## config.mk

```make
export PLATFORM = sky130hd
export DESIGN_NAME = spi_tx_module_flat
export DESIGN_NICKNAME = d
export VERILOG_FILES = /design/src/rtl/spi_tx_module_if.sv /design/src/rtl/spi_tx_module.sv /design/src/flat_wrapper.sv
export SDC_FILE = /design/constraint.sdc
export NUM_CORES = 1
export LEC_CHECK = 0
export BUFFER_PORTS_ARGS = -buffer_cell sky130_fd_sc_hd__buf_2
export CAP_MARGIN = 25
export CORE_MARGIN = 2
export CORE_UTILIZATION = 40
export DETAILED_ROUTE_END_ITERATION = 7
export SYNTH_ARGS = -nofsm -noshare
export SYNTH_HDL_FRONTEND = slang
export SYNTH_SLANG_ARGS = --single-unit
```

## constraint.sdc

```tcl
create_clock -name CLK -period 5.49 [get_ports CLK]
set_input_delay 0.549 -clock CLK [delete_from_list [all_inputs] [get_ports CLK]]
set_output_delay 0.549 -clock CLK [all_outputs]
set_load 0.005 [all_outputs]
```

## src/rtl/spi_tx_module_if.sv

```systemverilog
// Bus-side bundle of the SPI transmit engine: request/data in, pin-level
// outputs and strobes out, plus the FSM state for observation.
interface spi_tx_module_if;
    // Handshake: En is a request that is only honoured while State is IDLE;
    // there is no ready back-pressure, so a caller holds or re-issues En
    // until Busy_Sig rises, and Done_Sig marks completion of the byte.
    logic       En;
    logic [7:0] Tx_Data;
    logic       SCLK;
    logic       MOSI;
    logic       L2H_Sig;
    logic       H2L_Sig;
    logic       Busy_Sig;
    logic       Done_Sig;
    logic [1:0] State;

    modport master (
        output En, Tx_Data,
        input  SCLK, MOSI, L2H_Sig, H2L_Sig, Busy_Sig, Done_Sig, State
    );

    modport slave (
        input  En, Tx_Data,
        output SCLK, MOSI, L2H_Sig, H2L_Sig, Busy_Sig, Done_Sig, State
    );
endinterface

```

## src/rtl/spi_tx_module.sv

```systemverilog
// SPI mode-0 master transmitter: 8 bits MSB first, SCLK = CLK/(2*CLK_DIV),
// with one-cycle strobes on every SCLK edge for a lockstep receiver.
module spi_tx_module #(
    parameter int unsigned CLK_DIV = 4
) (
    input  logic           CLK,
    input  logic           RSTn,
    spi_tx_module_if.slave bus
);
    typedef enum logic [1:0] {
        IDLE  = 2'd0,
        SHIFT = 2'd1,
        DONE  = 2'd2
    } state_t;

    localparam logic [7:0] DIV_LAST = 8'(CLK_DIV - 1);

    state_t     state_q;
    logic [7:0] div_cnt_q;
    logic [4:0] edge_cnt_q;
    logic [6:0] shift_q;
    logic       sclk_q;
    logic       mosi_q;
    logic       l2h_q;
    logic       h2l_q;
    logic       busy_q;
    logic       done_q;

    always_ff @(posedge CLK or negedge RSTn) begin
        if (!RSTn) begin
            state_q    <= IDLE;
            div_cnt_q  <= 8'd0;
            edge_cnt_q <= 5'd0;
            shift_q    <= 7'd0;
            sclk_q     <= 1'b0;
            mosi_q     <= 1'b1;
            l2h_q      <= 1'b0;
            h2l_q      <= 1'b0;
            busy_q     <= 1'b0;
            done_q     <= 1'b0;
        end else begin
            l2h_q  <= 1'b0;
            h2l_q  <= 1'b0;
            done_q <= 1'b0;
            case (state_q)
                IDLE: begin
                    if (bus.En) begin
                        // Bit 7 goes straight to MOSI; only the remaining bits need shifting.
                        shift_q    <= bus.Tx_Data[6:0];
                        mosi_q     <= bus.Tx_Data[7];
                        busy_q     <= 1'b1;
                        sclk_q     <= 1'b0;
                        div_cnt_q  <= 8'd0;
                        edge_cnt_q <= 5'd0;
                        state_q    <= SHIFT;
                    end
                end
                SHIFT: begin
                    if (edge_cnt_q == 5'd16) begin
                        state_q <= DONE;
                        done_q  <= 1'b1;
                        busy_q  <= 1'b0;
                        mosi_q  <= 1'b1;
                        sclk_q  <= 1'b0;
                    end else if (div_cnt_q == DIV_LAST) begin
                        div_cnt_q  <= 8'd0;
                        sclk_q     <= ~sclk_q;
                        edge_cnt_q <= edge_cnt_q + 5'd1;
                        if (!sclk_q) begin
                            l2h_q <= 1'b1;
                        end else begin
                            h2l_q <= 1'b1;
                            // The final falling edge keeps bit 0 on MOSI.
                            if (edge_cnt_q != 5'd15) begin
                                mosi_q  <= shift_q[6];
                                shift_q <= {shift_q[5:0], 1'b0};
                            end
                        end
                    end else begin
                        div_cnt_q <= div_cnt_q + 8'd1;
                    end
                end
                DONE: begin
                    state_q <= IDLE;
                end
                default: begin
                    state_q <= IDLE;
                end
            endcase
        end
    end

    assign bus.SCLK     = sclk_q;
    assign bus.MOSI     = mosi_q;
    assign bus.L2H_Sig  = l2h_q;
    assign bus.H2L_Sig  = h2l_q;
    assign bus.Busy_Sig = busy_q;
    assign bus.Done_Sig = done_q;
    assign bus.State    = state_q;
endmodule
```

## src/flat_wrapper.sv

```systemverilog
// flat-port wrapper written by rule: the top's interface ports become plain ports
module spi_tx_module_flat 
#(
    parameter int unsigned CLK_DIV = 4
)
  (CLK, RSTn, bus_En, bus_Tx_Data, bus_SCLK, bus_MOSI, bus_L2H_Sig, bus_H2L_Sig, bus_Busy_Sig, bus_Done_Sig, bus_State);
  spi_tx_module_if bus_i ();
  input  logic CLK;
  input  logic RSTn;
  input wire logic [$bits(bus_i.En)-1:0] bus_En;
  input wire logic [$bits(bus_i.Tx_Data)-1:0] bus_Tx_Data;
  output wire logic [$bits(bus_i.SCLK)-1:0] bus_SCLK;
  output wire logic [$bits(bus_i.MOSI)-1:0] bus_MOSI;
  output wire logic [$bits(bus_i.L2H_Sig)-1:0] bus_L2H_Sig;
  output wire logic [$bits(bus_i.H2L_Sig)-1:0] bus_H2L_Sig;
  output wire logic [$bits(bus_i.Busy_Sig)-1:0] bus_Busy_Sig;
  output wire logic [$bits(bus_i.Done_Sig)-1:0] bus_Done_Sig;
  output wire logic [$bits(bus_i.State)-1:0] bus_State;
  assign bus_i.En = bus_En;
  assign bus_i.Tx_Data = bus_Tx_Data;
  assign bus_SCLK = bus_i.SCLK;
  assign bus_MOSI = bus_i.MOSI;
  assign bus_L2H_Sig = bus_i.L2H_Sig;
  assign bus_H2L_Sig = bus_i.H2L_Sig;
  assign bus_Busy_Sig = bus_i.Busy_Sig;
  assign bus_Done_Sig = bus_i.Done_Sig;
  assign bus_State = bus_i.State;
  spi_tx_module #(.CLK_DIV(CLK_DIV)) u_core (.CLK(CLK), .RSTn(RSTn), .bus(bus_i));
endmodule
```

==> impl_metrics.csv <==
group,metric,value,unit
min_path,hp-class,"input pin to async pin",
grt,overflow,0,
critical_path,worstRegToRegCells,5,
floorplan,die-area,4090,sq um
critical_path,max_stage_delay,0.79,ns
logic_synthesis,synth_common_cells,"dfrtp_1, nand2_1, inv_1",
critical_path,r2r_start,"u_core.bus.State[0]",
floorplan,die_y,64.0,um
logic_synthesis,synth_area_leaders,"dfrtp_1, nand2_1, mux2_2",
floorplan,io_pins,19,
logic_synthesis,syn_area,1440,sq um
placed_design,gp_congestion,0.757,
finish,area_growth,11.2,%
power_and_ir_drop,powerDensity,486,nW/um^2
logic_synthesis,synth_seq_cells,28,
grt,grt_pass1_vias,1003,
logic_synthesis,syn-num-nets,165,
critical_path,rrSetupSlack,2.94,ns
clocking,clockRootBuffer,"clkbuf_4",
finish,final_cell_area,1600,sq um
finish,drive_gt1_frac,0.214,
sta,setup-violations-final,0,
floorplan,rows,21,
sta,final-max-slew-violation-count,0,
placed_design,port_buffers,18,
detailed_routing,drc,0,
clocking,clk_latency,0.33,ns
detailed_routing,first_iter_violations,64,
clocking,htree_levels,1,
logic_synthesis,async_reset_ff_frac,1.00,
logic_synthesis,synth_top_area_frac,0.470,
sta,rsz0062_at_grt,"no",
critical_path,setup.worst_path.end_class,"flop",
clocking,hold_buffers,0,
sta,holdWs,0.210,ns
power_and_ir_drop,p_leak,0.762,nW
critical_path,r2r-end,"u_core.div_cnt_q[5]",
logic_synthesis,ys_seq_area_frac,0.488,
critical_path,crit_top_cell,"a21oi_1",
clocking,post_cts_buffers,0,
grt,grt_max_degree,29,
critical_path,crit_type,"flop to flop",
grt,grtUsageTotal,0.146,
critical_path,required,5.75,ns
run,maxCapViolations,0,
finish,fillers,330,
clocking,clock_path_buffers,2,
logic_synthesis,yosysTopAreaCell,"dfrtp_1",
critical_path,cp_data_arrival_time,2.82,ns
critical_path,crit_fanout,15,
logic_synthesis,synth_ff_type,"dfrtp_1",
power_and_ir_drop,ir_worst_vdd,0.000172,V
clocking,path_clk_slew,0.14,ns
finish,diodes,0,
logic_synthesis,avgSynthCellArea,9.58,sq um
clocking,tritoncts,"yes",
critical_path,path_cells,"nor2b_1 -> a21oi_1 -> buf_4 -> or4_1 -> a21oi_1",
detailed_routing,antenna_left,0,
sta,finalHoldViolCount,0,
status,status,"complete, no violations",
sta,finClkSkew,0.00461,ns
clocking,cts.sinks,28,
floorplan,dieWidth,64.0,um
sta,slew_headroom,0.365,
finish,finalNetCount,184,
placed_design,place_area,1560,sq um
logic_synthesis,ys.warnings.count,0,
detailed_routing,num_vias,1114,
grt,grt_first_pass_wirelength,4700,um
sta,worst_slew_pin_slew,0.951,ns
placed_design,hpwl,2030,um
clocking,cts_resized,0,
floorplan,core_area,3390,sq um
sta,post-route-min-period,2.55,ns
critical_path,start_kind,"flop",
detailed_routing,totalWireLength,2830,um
logic_synthesis,synth-edff-count,0,
grt,antenna_found_initial,0,
sta,fin_crit_sh,0.465,
logic_synthesis,synth_cell_type_count,40,
detailed_routing,wl_per_cell,13.2,um
logic_synthesis,netlist_instances,150,
sta,tns,0,ns
sta,max_freq,392,MHz
critical_path,cp_slowest_cell,"nor2b_1",
clocking,numCtsBuffers,3,
detailed_routing,drtPass1Iterations,4,
detailed_routing,vias_per_cell,5.21,
floorplan,start_util,0.424,
final cells by class:
cell class / count / area [sq um] / share of cell area
clock buffers: 4 / 36.3 / 0.0227
inverters: 12 / 45.0 / 0.0282
multi-input cells: 105 / 661 / 0.413
flip-flops and latches: 28 / 702 / 0.439
well taps: 46 / 57.6 / 0.0360
repair buffers: 19 / 97.6 / 0.0610
kinds of logic after synthesis:
logic type / count (synthesis) / share of synthesized area
AO/OA/AOI/OAI: 30 / 0.130
XOR/XNOR: 1 / 0.00609
adder cells (fa/ha/maj): 4 / 0.0348
buffers and inverters: 17 / 0.0522
flip-flops: 28 / 0.488
multiplexers: 8 / 0.0618
AND/OR/NAND/NOR: 62 / 0.227
cells in the final DEF (no fill, tap or decap), drive strengths merged, types with 2 or more instances in the layout:
master  synthesis  routed
nor2            7       7
nor4            2       2
or3             4       4
nor3            2       2
mux2            7       7
a21oi           9       9
nand3           4       4
a21o            3       3
or2             2       2
or4             5       5
inv            12      12
nor3b           2       2
o21ai          12      12
clkbuf          2       4
dfrtp          27      27
o31ai           2       2
ha              4       4
buf             3      19
nand2          27      27
critical path, delay by kind of cell, from the launching register on:
kind / cells / cell delay [ns]
buf+inv: 1 / 0.27
compound gates: 2 / 0.43
flops: 1 / 0.49
simple gates: 2 / 1.29
routing by layer:
layer  share of wire  GRT usage
met4           0.019     0.0652
met2            0.45      0.212
met5               0          0
met3           0.034     0.0282
met1            0.50      0.211
state kept, by name, summed over array words and instances (netlist names):
| signal | cells |
|---|---|
| u_core.bus.Done_Sig | 1 |
| u_core.bus.H2L_Sig | 1 |
| u_core.edge_cnt_q | 5 |
| u_core.bus.MOSI | 1 |
| u_core.div_cnt_q | 8 |
| u_core.bus.Busy_Sig | 1 |
| u_core.bus.State | 2 |
| u_core.shift_q | 7 |
| u_core.bus.L2H_Sig | 1 |
| u_core.bus.SCLK | 1 |
per-stage QoR:
step | util | setup WS [ns] | total power, mW | instances
6_report | 0.472 | 2.94 | 0.778 | 214
3_5_place_dp | 0.459 | 2.84 | 0.677 | 209
5_1_grt | 0.472 | 2.82 | 0.845 | 214
2_1_floorplan | - | 3.43 | 0.594 | 150
4_1_cts | 0.470 | 2.80 | 0.777 | 213
3_3_place_gp | 0.459 | 2.98 | 0.668 | 209
power breakdown:
group	leakage [nW]	internal, mW	switching, mW	total [mW]
logic	0.385	0.151	0.198	0.349
clock network	0.0210	0.0406	0.0590	0.0997
registers	0.356	0.278	0.0513	0.329
total	0.762	0.470	0.308	0.778
worst max-delay path by stage:
stage | from | endpoint | slack, ns | cells past startpoint
after floorplan | u_core.div_cnt_q[0] | u_core.edge_cnt_q[4] | 3.43 | 6
after global placement | u_core.bus.State[0] | u_core.div_cnt_q[5] | 2.98 | 4
after detailed placement | u_core.bus.State[0] | u_core.edge_cnt_q[4] | 2.84 | 4
after CTS | u_core.bus.State[0] | u_core.edge_cnt_q[4] | 2.80 | 4
after global routing | u_core.bus.State[0] | u_core.div_cnt_q[5] | 2.82 | 5
final | u_core.bus.State[0] | u_core.div_cnt_q[5] | 2.94 | 5
Power figures use the tool's default switching activity.
